--- src/rtl/bert_pkg.sv ---
// Shared bit-error-tester definitions: PRBS-7 pattern, checker FSM states and
// counter widths, used by both the pattern generator and the error checker.
package bert_pkg;

  localparam int PRBS_W       = 7;
  localparam int SEED_CNT_W   = 3;
  localparam int ERR_CNT_W    = 16;
  localparam int BCD_W        = 16;
  localparam int BIT_CNT_W    = 32;
  localparam int RESYNC_CNT_W = 8;

  // x^7 + x^6 + 1: the predicted bit is s[6] ^ s[5]
  localparam logic [PRBS_W-1:0] PRBS_TAPS = 7'b110_0000;
  localparam logic [BCD_W-1:0]  BCD_MAX   = 16'h9999;

  typedef logic [PRBS_W-1:0] prbs_state_t;

  typedef enum logic [1:0] {
    ST_IDLE  = 2'd0,
    ST_SEED  = 2'd1,
    ST_CHECK = 2'd2
  } chk_state_t;

  function automatic logic prbs_predict(input prbs_state_t s);
    return ^(s & PRBS_TAPS);
  endfunction

  function automatic prbs_state_t prbs_next(input prbs_state_t s);
    return {s[PRBS_W-2:0], prbs_predict(s)};
  endfunction

endpackage

--- src/rtl/bcd_counter_4digit.sv ---
// Four-digit BCD up-counter with synchronous clear; holds at 9999 instead of
// wrapping so the display never shows a misleadingly small total.
module bcd_counter_4digit
  import bert_pkg::*;
(
  input  logic             clk,
  input  logic             reset,
  input  logic             inc,
  input  logic             clear,
  output logic [BCD_W-1:0] value
);

  logic [BCD_W-1:0] value_inc;
  logic             carry;

  always_comb begin
    value_inc = value;
    carry     = 1'b1;
    for (int i = 0; i < 4; i++) begin
      if (carry) begin
        if (value[4*i +: 4] == 4'd9) begin
          value_inc[4*i +: 4] = 4'd0;
        end else begin
          value_inc[4*i +: 4] = value[4*i +: 4] + 4'd1;
          carry               = 1'b0;
        end
      end
    end
  end

  always_ff @(posedge clk or negedge reset) begin
    if (!reset) begin
      value <= '0;
    end else if (clear) begin
      value <= '0;
    end else if (inc && (value != BCD_MAX)) begin
      value <= value_inc;
    end
  end

endmodule

--- config.mk ---
export PLATFORM = sky130hd
export DESIGN_NAME = bcd_counter_4digit
export DESIGN_NICKNAME = d
export VERILOG_FILES = /design/src/rtl/bert_pkg.sv /design/src/rtl/bcd_counter_4digit.sv
export SDC_FILE = /design/constraint.sdc
export NUM_CORES = 1
export LEC_CHECK = 0
export ABC_CLOCK_PERIOD_IN_PS = 1800
export CAP_MARGIN = 5
export CORE_MARGIN = 2
export CORE_UTILIZATION = 40
export DETAILED_ROUTE_END_ITERATION = 7
export GPL_TIMING_DRIVEN = 0
export PLACE_DENSITY = 0.69
export SLEW_MARGIN = 20
export SYNTH_ARGS = -nofsm -noshare
export SYNTH_HDL_FRONTEND = slang
export SYNTH_SLANG_ARGS = --single-unit
--- constraint.sdc ---
create_clock -name clk -period 1.8 [get_ports clk]
set_input_delay 0.18 -clock clk [delete_from_list [all_inputs] [get_ports clk]]
set_output_delay 0.18 -clock clk [all_outputs]
set_load 0.03 [all_outputs]
==> results of run 1 <==
## cells by family (layout without fill, tap and decap cells)
group	Yosys count	after routing	synth area share
buffers and inverters	8	30	0.0354
DFF	16	16	0.405
xor gates and xnor gates	3	3	0.0266
and+or+nand+nor	49	49	0.316
muxes	2	2	0.0203
AOI/OAI and AO/OA	20	20	0.120
adders and majority gates	6	6	0.0759
## metrics by stage
stage / setup TNS (ns) / hold slack, ns / cells / power [mW] / util
5_1_grt: -0.212 / 0.255 / 156 / 0.712 / 0.518
2_1_floorplan: 0 / -0.116 / 104 / 0.415 / -
3_3_place_gp: -0.0363 / 0.550 / 151 / 0.443 / 0.496
4_1_cts: 0 / 0.234 / 155 / 0.690 / 0.513
3_5_place_dp: -0.0683 / 0.557 / 151 / 0.444 / 0.496
6_report: 0 / 0.245 / 156 / 0.684 / 0.518
## path summary, 6_finish.rpt
path                            from   endpoint  slack (ns)  depth (start not counted)
setup reg to reg            value[1]  value[14]        0.04                          6
hold / removal                   inc   value[4]        0.24                          3
min in group asynchronous      reset   value[3]        0.30                          1
max in group asynchronous      reset   value[4]        1.05                          1
setup / recovery            value[1]  value[14]        0.04                          6
hold reg to reg            value[15]  value[15]        0.61                          2
## placed cells by master, fill, tap and decap left out, drive strengths merged
master	Yosys	final
or4	1	1
clkdlybuf4s50	0	17
clkbuf	2	7
nand4	3	3
a31o	1	1
a21oi	10	10
o21ai	3	3
nor4bb	1	1
o2111ai	1	1
nand4b	1	1
and2b	1	1
nor3	7	7
nor2b	1	1
nand4bb	1	1
dfrtp	16	16
nor2	10	10
or2	1	1
xnor2	2	2
buf	2	2
nor4	2	2
nand2	7	7
a2bb2oi	1	1
a31oi	2	2
nand3b	2	2
and4bb	1	1
o31ai	2	2
ha	6	6
and3b	2	2
inv	4	4
nand3	6	6
mux2i	2	2
xor2	1	1
and2	1	1
nand2b	1	1
## power groups by stage
stage	Clock, mW	Sequential (mW)	Combinational, mW
floorplan	0	0.390	0.0254
global placement	0	0.380	0.0629
detailed placement	0	0.381	0.0636
CTS	0.253	0.374	0.0640
global route	0.267	0.375	0.0697
finish	0.248	0.374	0.0622
## what timing repair did
item                       in CTS  in global routing
setup endpoints to repair       5                  7
buffers inserted                0                  1
pin swaps                       0                  1
gates resized for setup         1                  1
## metal layers
metal,share of wire,track usage,vias to the layer above
met5,0,0,-
met3,0.037,0.0250,5
met1,0.46,0.220,412
met4,0.015,0.0641,0
li1,-,-,424
met2,0.49,0.289,17
## area by class of cell
| type | count | area share |
|---|---|---|
| multi-input combinational | 80 | 0.447 |
| timing repair buffer | 18 | 0.142 |
| sequential | 16 | 0.321 |
| tap | 30 | 0.0301 |
| clock buffer | 4 | 0.0291 |
| inverter | 4 | 0.0120 |
| buffer | 4 | 0.0181 |
## worst register-to-register path, delay by kind of cell (launching register included)
| family | cells | cell delay (ns) |
|---|---|---|
| adder cells (fa/ha/maj) | 1 | 0.19 |
| AO/OA/AOI/OAI | 2 | 0.32 |
| AND/OR/NAND/NOR | 2 | 0.64 |
| buffers and inverters | 1 | 0.08 |
| flip-flops | 1 | 0.44 |
==> flow_summary.ini, run 1 <==
[finish]
largestRegisters = value (16)
finish.net_count = 137
reg_with_most_ffs = value
layout.cell_area.non_filler_mm2 = 0.00125
syn2layout_area_growth_pct = 26.2
largest_register_ffs = 16
seq_area_um2 = 400
num-fill-cells = 218
antenna-diode-count = 0
post_route_cells_drive_above_1_share = 0.103
multi_input_comb_area_um2 = 558

[pwr]
peakVddDrop_mv = 0.371
power_density_mw_per_mm2 = 548
intPower_uw = 510
share_seq_of_total_power = 0.546
switching_power_uw = 173
part_of_the_total_power_dissipated_in_the_clock_network = 0.363
swShare = 0.254
power.leakage_nw = 0.503
power.share.combinational = 0.091

[clock_tree]
cts-buffers-inserted = 3
cts.sink_count = 16
cts-root-to-sink-buffers = 2
clock_tree_from_tritoncts = done
clk_transition_reported_paths_ns = 0.09
depth_of_the_cts_h_tree = 1
cts_root_buf = clkbuf_4
worstSkewPairLatency_ns = 0.30
cts_hold_buf = 0

[yosys]
synth_top_area_cell = dfrtp_1
synthesis.area_per_instance_um2 = 9.50
synth.most_common_cell = dfrtp_1
synth-edff-count = 0
net_count_after_synthesis = 114
syn-instance-count = 104
yosys.area.top_type_share = 0.405
synth_seq_area_share = 0.405
ys.flop_type = dfrtp_1
ys.warnings.count = 0
asyncSetResetFlopFracSynth = 1.00
ys_seq_elements = 16
post_synth_main_area_contributors = dfrtp_1 41%, ha_1 7.6%, a21oi_1 5.1%
syn_area_um2 = 988
synth.top_cells.by_count = 16 x dfrtp_1, 10 x a21oi_1, 10 x nor2_1, 7 x nand2_1, 7 x nor3_1
synth.lib_cells_used.distinct = 35

[timing]
timing.final.setup_violations = 0
timing_hold_violations_final = 0
total_count_of_max_transition_violations_in_the_final_report = 0
final.setup.worst_slack_ns = 0.0370
max_clock_freq_ghz = 0.567
timing_worst_slew_pin_value_ns = 0.710
rsz0062_at_grt = yes
fin_crit_ns = 1.76
timing.slew.headroom = 0.525
final_min_period_over_clock_period = 0.979
fin_worst_skew_ns = 0.00700

[place]
dp_worst_setup_slack_ns = -0.0303
gpl.final_weighted_congestion = 0.723
post_dp_cell_area_mm2 = 0.00120
dp.final_hpwl_um = 1520
port_buffer_count = 17

[die]
initial_core_util = 0.410
die_width_um = 53.7
die_area_mm2 = 0.00288
design.portCount = 20
floorplan.core_area_mm2 = 0.00241
fp-row-count = 18
die_height_um = 53.7

[drt]
drt_pass1_iterations = 4
detailed_route_drc_error_count = 0
routed_wl_um = 2090
detail_route.wl_per_cell_um = 13.4
vias_per_cell = 5.50
detail_route.iter0.violations = 15
ant_nets = 0
dr_total_vias = 858

[global_routing]
grt_pass1_vias = 814
antenna_found_initial = 0
grt_max_degree = 17
overflow = 0
grt_first_pass_wirelength_um = 3550
grtUsageTotal = 0.171

[job]
drv.max_cap_violation_count = 0

[setup_path]
critical_path.cell_chain = inv_1 > ha_1 > nand4b_2 > nor4_4 > a21oi_1 > a31o_1
worst-endpoint-arrival_ns = 1.95
timing.critical_path.max_delay_family = simple AND/OR/NAND/NOR gates
timing.critical_path.slowest_cell_delay_ns = 0.44
capturing_element_type_of_the_critical_path = flop
critical_path.slowest_cell = dfrtp_1
critical_path.n_buffers_inverters = 1
timing.critical_path.required_ns = 1.99
cp_max_fo = 6
path_class = reg -> reg
startpoint_type_of_the_worst_setup_path = flop

[worst_hold_path]
kind_of_path_behind_the_tightest_hold_check = in -> reg

[run_status]
result_of_the_run = finished clean
Note: power is estimated with default switching activity, not from simulation.
==> inputs of run 2 (changes only) <==
SKIP_CTS_REPAIR_TIMING = 1   (was not set)
==> results of run 2 <==
Final layout, timing and power as in run 1 (identical DEF).
Among the figures that moved: wire length of the first global-routing pass 3550 um -> 3530 um; via count of the first global-routing pass 814 -> 812; overall routing resource usage 0.171 -> 0.170; met1 usage 0.220 -> 0.214; met2 usage 0.289 -> 0.291
==> inputs of run 3 (changes only) <==
ABC_CLOCK_PERIOD_IN_PS = 1590   (was 1800)
PLACE_DENSITY = 0.71   (was 0.69)
clock period = 1.59 ns   (was 1.8 ns; I/O delays follow)
==> run 3 against run 2 <==
Compared with the run above:
- the flow now finishes with violations (negative setup slack)
- sequential cell count stayed put
- clock power grew 12%
- via count up 5.1%
- non-clock buffer count rose by 14
- critical path type unchanged
- critical endpoint unchanged
- largest power group unchanged
==> flow_summary.ini, run 3 (synthesis results as in run 1) <==
[run_status]
result_of_the_run = finished, violations left
failed_checks = negative setup slack

[drt]
routed_wl_um = 2450
drt_pass1_iterations = 4
detail_route.wl_per_cell_um = 14.4
vias_per_cell = 5.31
ant_nets = 0
detailed_route_drc_error_count = 0
detail_route.iter0.violations = 14
dr_total_vias = 902

[place]
dp_worst_setup_slack_ns = -0.206
dp.final_hpwl_um = 1510
gpl.final_weighted_congestion = 0.770
port_buffer_count = 17
post_dp_cell_area_mm2 = 0.00121

[pwr]
peakVddDrop_mv = 0.353
swShare = 0.255
power_density_mw_per_mm2 = 515
post-layout-total-power_uw = 782
power.share.combinational = 0.102
power.leakage_nw = 0.874
intPower_uw = 583
switching_power_uw = 199
part_of_the_total_power_dissipated_in_the_clock_network = 0.355
share_seq_of_total_power = 0.543

[finish]
layout.cell_area.non_filler_mm2 = 0.00152
mostFrequentLayoutCells = 15 x buf_4, 15 x dlymetal6s2s_1, 10 x nor2_1
num-fill-cells = 194
largestRegisters = value (16)
post_route_cells_drive_above_1_share = 0.357
syn2layout_area_growth_pct = 53.7
reg_with_most_ffs = value
largest_register_ffs = 16
finish.net_count = 151
layout.core_utilization = 0.630
antenna-diode-count = 0

[die]
design.portCount = 20
die_area_mm2 = 0.00288
floorplan.core_area_mm2 = 0.00241
fp-row-count = 18
die_height_um = 53.7
initial_core_util = 0.410
die_width_um = 53.7

[global_routing]
grt_first_pass_wirelength_um = 3640
grt_pass1_vias = 787
antenna_found_initial = 0
grtUsageTotal = 0.174
overflow = 0
grt_max_degree = 17

[timing]
timing.slew.headroom = 0.519
total_count_of_max_transition_violations_in_the_final_report = 0
final.setup.worst_slack_ns = -0.0160
timing_hold_violations_final = 0
max_clock_freq_ghz = 0.623
fin_worst_skew_ns = 0.00322
rsz0062_at_grt = yes
final_min_period_over_clock_period = 1.01
timing_worst_slew_pin_value_ns = 0.720
tns_ns = -0.0160
fin_crit_ns = 1.61
timing.final.setup_violations = 1

[clock_tree]
cts.sink_count = 16
cts-buffers-inserted = 3
clk_transition_reported_paths_ns = 0.10
clock_tree_from_tritoncts = done
worstSkewPairLatency_ns = 0.29
depth_of_the_cts_h_tree = 1
cts_root_buf = clkbuf_4
cts-root-to-sink-buffers = 2

[worst_hold_path]
hold_path_startpoint = inc
min_path_cells = 3
whs_endpoint = value[4]
kind_of_path_behind_the_tightest_hold_check = in -> reg

[job]
drv.max_cap_violation_count = 0

[setup_path]
capturing_element_type_of_the_critical_path = flop
critical_path.cell_chain = inv_2 > ha_4 > nand3b_1 > buf_6 > nor4_4 > a21oi_1 > a31o_1
reg2reg_from = value[9]
startpoint_type_of_the_worst_setup_path = flop
r2r_setup_slack_ns = -0.02
timing.critical_path.slowest_cell_delay_ns = 0.42
path_class = reg -> reg
worst_r2r_path_depth = 7
worst_r2r_endpoint = value[14]
timing.critical_path.required_ns = 1.78
worst-endpoint-arrival_ns = 1.80
cp_max_fo = 6
critical_path.slowest_cell = dfrtp_2
run 3: layout make-up:
type                    count  area (um2)  area share
clock buffers               4        36.3      0.0239
inverters                   4        15.0     0.00988
repair buffers             32         324       0.213
flip-flops and latches     16         409       0.269
plain buffers               4        30.0      0.0198
multi-input cells          80         667       0.439
well taps                  30        37.5      0.0247
run 3: critical path, delay by kind of cell, from the launching register on:
family	cells	cell delay [ns]
AO/OA/AOI/OAI	2	0.30
adder cells (fa/ha/maj)	1	0.12
buffers and inverters	2	0.22
flip-flops	1	0.42
AND/OR/NAND/NOR	2	0.44
run 3: worst max-delay path by stage:
stage | from | to | slack (ns)
2_1_floorplan | value[13] | value[14] | -0.06
3_3_place_gp | value[9] | value[1] | -0.19
3_5_place_dp | value[9] | value[7] | -0.21
4_1_cts | value[9] | value[7] | -0.22
5_1_grt | value[9] | value[14] | -0.09
6_report | value[9] | value[14] | -0.02
run 3: layer usage:
metal	GRT usage	share of wire
met3	0.0361	0.041
met2	0.254	0.51
met5	0	0
met4	0.0641	0.010
met1	0.250	0.44
run 3: through the flow:
stage / cells / hold WS [ns]
3_5_place_dp: 151 / 0.537
6_report: 170 / 0.243
2_1_floorplan: 104 / -0.137
3_3_place_gp: 151 / 0.530
4_1_cts: 155 / 0.217
5_1_grt: 170 / 0.230
run 3: power groups by stage:
stage / clock (mW) / combinational [mW] / sequential [mW]
after global placement: 0 / 0.0707 / 0.431
after CTS: 0.284 / 0.0718 / 0.423
after detailed placement: 0 / 0.0717 / 0.431
after global routing: 0.318 / 0.0875 / 0.426
after floorplan: 0 / 0.0287 / 0.442
final: 0.278 / 0.0797 / 0.424
